## src/rtl/FIR_pkg.sv

```systemverilog
// Shared types and helpers for the hierarchical FIR adder.
// Holds the sequencer state encoding and output saturation.
package FIR_pkg;

   localparam int FIR_K                 = 128;
   localparam int FIR_N                 = 8;
   localparam int FIR_WIDTH_COEFFICIENT = 32;
   localparam int FIR_MCA_NUM_ADDITIONS = 16;

   typedef enum logic [1:0] {
      IDLE  = 2'd0,
      ISSUE = 2'd1,
      DRAIN = 2'd2
   } seq_state_e;

   // Clamp a signed value into the signed range of a w-bit word.
   function automatic logic signed [63:0] sat_to_width(
      input logic signed [63:0] v,
      input int unsigned        w
   );
      logic signed [63:0] hi;
      logic signed [63:0] lo;
      hi = (64'sd1 <<< (w - 1)) - 64'sd1;
      lo = -(64'sd1 <<< (w - 1));
      if (v > hi) return hi;
      if (v < lo) return lo;
      return v;
   endfunction

endpackage

```

## src/rtl/mca_sat_acc.sv

```systemverilog
// Clearable signed accumulator for chunk partial sums.
// sum_sat shows the saturated total including this cycle's addend.
module mca_sat_acc
   import FIR_pkg::*;
#(
   parameter int W     = 32,
   parameter int ACC_W = 36
) (
   input  logic                clk,
   input  logic                resetn,
   input  logic                clr,
   input  logic                add_en,
   input  logic signed [W-1:0] din,
   output logic signed [W-1:0] sum_sat
);

   logic signed [ACC_W-1:0] acc;
   logic signed [ACC_W-1:0] acc_nxt;

   // Running total plus the addend being accepted this cycle.
   always_comb begin
      acc_nxt = acc;
      if (add_en) acc_nxt = acc + ACC_W'(din);
      sum_sat = W'(sat_to_width(64'(acc_nxt), W));
   end

   // Clear wins so a new computation can start while the old one closes.
   always_ff @(posedge clk or negedge resetn) begin
      if (!resetn) acc <= '0;
      else if (clr) acc <= '0;
      else acc <= acc_nxt;
   end

endmodule

```

## src/rtl/mca_sequencer.sv

```systemverilog
// Chunk sequencer for the multi-cycle hierarchical FIR adder.
// Issues chunks, accumulates results, publishes saturated samples.
module mca_sequencer
   import FIR_pkg::*;
#(
   parameter  int K                 = FIR_K,
   parameter  int N                 = FIR_N,
   parameter  int WIDTH_COEFFICIENT = FIR_WIDTH_COEFFICIENT,
   parameter  int MCA_NUM_ADDITIONS = FIR_MCA_NUM_ADDITIONS,
   localparam int NUM_CHUNKS =
      (K + MCA_NUM_ADDITIONS - 1) / MCA_NUM_ADDITIONS + 0 * N,
   localparam int CW    = (NUM_CHUNKS > 1) ? $clog2(NUM_CHUNKS) : 1,
   localparam int LW    = $clog2(MCA_NUM_ADDITIONS) + 1,
   localparam int ACC_W = WIDTH_COEFFICIENT + $clog2(NUM_CHUNKS) + 1
) (
   input  logic                                clk,
   input  logic                                resetn,
   input  logic                                start,
   output logic [CW-1:0]                       chunk_idx,
   output logic [LW-1:0]                       chunk_len,
   output logic                                chunk_valid,
   input  logic signed [WIDTH_COEFFICIENT-1:0] partial_sum,
   output logic                                busy,
   output logic signed [WIDTH_COEFFICIENT-1:0] sample,
   output logic                                sample_valid,
   output logic                                overrun
);

   localparam int LAST_LEN = K - (NUM_CHUNKS - 1) * MCA_NUM_ADDITIONS;

   seq_state_e state, state_n;
   logic       pending;
   logic       dly_valid;
   logic       last;
   logic       enter;
   logic       drop;
   logic [CW-1:0] idx_n;
   logic [LW-1:0] len_n;
   logic signed [WIDTH_COEFFICIENT-1:0] sum_sat;

   mca_sat_acc #(
      .W     (WIDTH_COEFFICIENT),
      .ACC_W (ACC_W)
   ) u_acc (
      .clk     (clk),
      .resetn  (resetn),
      .clr     (enter),
      .add_en  (dly_valid),
      .din     (partial_sum),
      .sum_sat (sum_sat)
   );

   assign busy = (state != IDLE);

   // Next state, chunk counter and start-queue decisions.
   always_comb begin
      state_n = state;
      last    = (chunk_idx == CW'(NUM_CHUNKS - 1));
      unique case (state)
         IDLE:    if (start || pending) state_n = ISSUE;
         ISSUE:   if (last) state_n = DRAIN;
         DRAIN:   state_n = (start || pending) ? ISSUE : IDLE;
         default: state_n = IDLE;
      endcase
      enter = (state_n == ISSUE) && (state != ISSUE);
      drop  = start && pending && (state != IDLE);
      idx_n = enter ? '0 : chunk_idx + CW'(1);
      len_n = (idx_n == CW'(NUM_CHUNKS - 1)) ?
              LW'(LAST_LEN) : LW'(MCA_NUM_ADDITIONS);
   end

   // State register, queue flag and registered outputs.
   always_ff @(posedge clk or negedge resetn) begin
      if (!resetn) begin
         state        <= IDLE;
         pending      <= 1'b0;
         dly_valid    <= 1'b0;
         chunk_idx    <= '0;
         chunk_len    <= '0;
         chunk_valid  <= 1'b0;
         sample       <= '0;
         sample_valid <= 1'b0;
         overrun      <= 1'b0;
      end else begin
         state        <= state_n;
         dly_valid    <= chunk_valid;
         sample_valid <= (state == DRAIN);
         overrun      <= drop;
         if (state == ISSUE && start) pending <= 1'b1;
         else if (state != ISSUE) pending <= 1'b0;
         if (enter || (state == ISSUE && !last)) begin
            chunk_idx   <= idx_n;
            chunk_len   <= len_n;
            chunk_valid <= 1'b1;
         end else if (state == ISSUE) begin
            chunk_valid <= 1'b0;
         end
         if (state == DRAIN) sample <= sum_sat;
      end
   end

endmodule
```

## config.mk

```make
export PLATFORM = sky130hd
export DESIGN_NAME = mca_sequencer
export DESIGN_NICKNAME = d
export VERILOG_FILES = /design/src/rtl/FIR_pkg.sv /design/src/rtl/mca_sat_acc.sv /design/src/rtl/mca_sequencer.sv
export SDC_FILE = /design/constraint.sdc
export NUM_CORES = 1
export LEC_CHECK = 0
export CAP_MARGIN = 10
export CORE_MARGIN = 1.5
export CORE_UTILIZATION = 50
export CTS_CLUSTER_SIZE = 30
export DETAILED_ROUTE_END_ITERATION = 8
export HOLD_SLACK_MARGIN = 0.15
export PLACE_DENSITY = 0.78
export SYNTH_ARGS = -nofsm -noshare
export SYNTH_HDL_FRONTEND = slang
export SYNTH_SLANG_ARGS = --single-unit
```

## constraint.sdc

```tcl
create_clock -name clk -period 6.23 [get_ports clk]
set_clock_uncertainty 0.2 [all_clocks]
set_input_delay 1.246 -clock clk [delete_from_list [all_inputs] [get_ports clk]]
set_output_delay 1.246 -clock clk [all_outputs]
set_load 0.005 [all_outputs]
```

==> flow_summary.ini <==
[status]
outcome = finished, final reports clean

[clock_network]
htreeDepth = 3
cts_resized = 0
cts_tree = done
cts_setup_buffers = 0
cts.hold.buffers_added = 0
cts_buffer_depth = 2
cts_buffers = 9
clock_latency_ps = 350
clk_pin_slew_ps = 60
clkSinkCount = 79
cts-root-buf = clkbuf_16

[logic_synthesis]
synth_mux_area_share_pct = 4.80
ys_warn_count = 0
synth_fa_ha_area_share_pct = 8.38
yosysSeqAreaShare_pct = 34.3
syn_area_per_cell_um2 = 8.74
synth_top_cell_area_share_pct = 34.3
synth_top_flop_cell = dfrtp_1
synth-compound-area-share_pct = 22.4
synth-simple-area-share_pct = 22.1
ys_ff_latch = 79
synthTopCellsByArea = dfrtp_1 (34%), ha_1 (8.0%), nor2_1 (5.1%)
synthTopCellsByCount = dfrtp_1 (79), nor2_1 (79), nand2_1 (52)
synth_top_area_cell = dfrtp_1
synth.distinct_cells = 75
synthArstFlopShare_pct = 100
synth_edf_count = 0
postSynthCellCount = 659
netlist_area_um2 = 5760
synth_xor_area_share_pct = 3.50
synth_top_family_by_area = compound AO/OA/AOI/OAI gates

[global_route]
grt_antenna_before_repair = 0
grt.overflow.total = 0
grt_usage_pct = 26.6
grt_pass1_wl_um = 24700
grt_max_degree = 52
grt_pass1_vias = 5207

[sta]
period_needed_ps = 5060
hold_violations = 0
rsz0062_at_grt = no
setup_tns_ps = 0
fmax_mhz = 198
slew_viol_final = 0
slew_headroom_pct = 49.9
final-setup-viol-count = 0
period_share_pct = 81.2
worst_slew_pin_slew_ps = 749
layout_setup_ws_ps = 1170

[routing]
vias_per_cell = 6.12
antenna_left = 0
routed_wirelength_um = 15500
drc = 0
drt-pass1-iter-count = 5
wire_per_inst_um = 18.0
vias = 5277
drt_iter0_drc = 278

[placement]
place_hpwl_um = 11000
routabilityCongestion = 0.910
io_buffers = 74
pre_cts_ws_ps = 825
dp_cells = 846
dpl_cell_area_um2 = 6560

[die]
fp.dieH_um = 110
dieArea_um2 = 12200
top_level_ports = 79
num_rows = 39
fp.dieW_um = 110
start_util_pct = 50.9
core-area_um2 = 11300

[critical_path]
worstSetupPathType = input port to flip-flop
path_cells = clkdlybuf4s50_1 -> ha_1 -> fa_1 -> a211o_1 -> a211oi_2 -> or4_4 -> a211oi_2 -> nor4_1 -> o31a_2 -> nand4_1 -> a21boi_2 -> buf_4 -> a31oi_1
startpoint = partial_sum[0]
cp.required_ps = 6250
reg2reg_from = u_acc.acc[0]$_DFF_PN0_
setup.worst_path.start_class = input port
max_stage_delay_ps = 590
end_kind = flip-flop
path_common_cell = a211oi_2
worst_path_max_delay_cell = a21boi_2
arrival_ps = 5070
crit_fanout = 19

[flow_run]
maxCapViolations = 0

[power]
p_leak_nw = 2.94
cellPowerDensity_nw_per_um2 = 620
ir_drop_v = 0.000333

[finish]
final_cell_area_um2 = 6910
fillCellCount = 997
ff_latch_area_um2 = 1980
drive_above_1_share_pct = 8.34
stdcell_count = 862
multi_input_area_um2 = 3560
final_nets = 787
diodes = 0
syn_to_final_growth_pct = 20.0

[worst_hold_path]
min_from = chunk_valid$_DFFE_PN0P_
hold_class = flip-flop to flip-flop
[report_power, final]
group | internal (W) | total [W] | switching (W)
Sequential | 0.000753 | 0.000898 | 0.000145
Clock | 0.000405 | 0.000633 | 0.000228
Combinational | 0.00121 | 0.00275 | 0.00155
Total | 0.00237 | 0.00429 | 0.00192
[final timing paths]
| path | slack, ps | depth (start not counted) | endpoint |
|---|---|---|---|
| hold reg to reg | 220 | 0 | dly_valid$_DFF_PN0_ |
| max in group asynchronous | 4210 | 2 | dly_valid$_DFF_PN0_ |
| setup / recovery | 1170 | 13 | sample[1]$_DFFE_PN0P_ |
| setup reg to reg | 2130 | 12 | sample[1]$_DFFE_PN0P_ |
| min in group asynchronous | 650 | 1 | u_acc.acc[32]$_DFF_PN0_ |
| hold / removal | 220 | 0 | dly_valid$_DFF_PN0_ |
[per-stage QoR]
| stage | power, W | hold slack (ps) | util [%] |
|---|---|---|---|
| global route | 0.00462 | 227 | 61.1 |
| global placement | 0.00355 | 202 | 57.9 |
| detailed placement | 0.00362 | 198 | 57.9 |
| floorplan | 0.00287 | 196 | - |
| CTS | 0.00428 | 212 | 61.1 |
| finish | 0.00429 | 218 | 61.1 |
[cell usage in the layout, fill, tap and decap left out, types with 3 or more instances in the layout]
cell	synthesis	layout
nand3b_1	16	16
o21a_1	8	8
nand4_1	7	7
a21o_1	10	10
and4_1	5	5
xnor2_1	13	13
o22ai_1	4	4
nor2_1	79	78
clkbuf_16	0	9
nand2b_1	19	19
nand3_1	20	20
and2_1	3	3
bufinv_16	0	3
mux2i_1	13	13
nand2_1	52	52
ha_1	37	37
inv_1	9	9
o21bai_1	3	3
clkdlybuf4s50_1	0	73
a311oi_1	3	3
nor3_1	4	4
a21oi_1	38	38
a31oi_1	38	38
buf_4	4	8
a211oi_1	10	10
nor2b_1	19	18
conb_1	1	4
mux2_2	13	13
xor2_1	10	10
a211o_1	6	6
or3_1	3	3
and3_1	10	10
dfrtp_1	79	78
o211ai_1	7	7
o21ai_0	29	29
[cell families (layout without fill, tap and decap cells)]
kind of cell | Yosys count | count (layout)
muxes | 26 | 26
AOI/OAI and AO/OA | 190 | 190
adders and majority gates | 38 | 38
buffers and inverters | 50 | 107
xor gates and xnor gates | 23 | 23
and+or+nand+nor | 252 | 252
other | 1 | 4
DFF | 79 | 79
[worst max-delay path: cells and delay by family]
| family | cells | cell delay [ps] |
|---|---|---|
| simple gates | 3 | 700 |
| buf+inv | 2 | 780 |
| fa+ha+maj | 2 | 690 |
| compound gates | 6 | 1640 |
[state kept, by name, indices dropped and copies added (netlist names)]
signal,flops
chunk_idx,3
overrun,1
dly_valid,1
chunk_valid,1
sample_valid,1
u_acc.acc,36
chunk_len,1
state,2
sample,32
pending,1
[area by class of cell]
class,count,area share [%]
multi-input combinational,533,51.4
sequential,79,28.6
timing repair buffer,82,11.7
clock buffer,10,3.46
tap,143,2.59
clock inverter,6,1.67
inverter,9,0.489
[layer usage]
metal,routed length [µm],vias to the layer above,global-route usage (%)
met5,0,-,0
met4,399,0,9.80
met3,848,26,6.23
met2,7410,161,44.5
met1,6850,2576,33.4
li1,-,2514,-
Note: power is estimated with default switching activity, not from simulation.
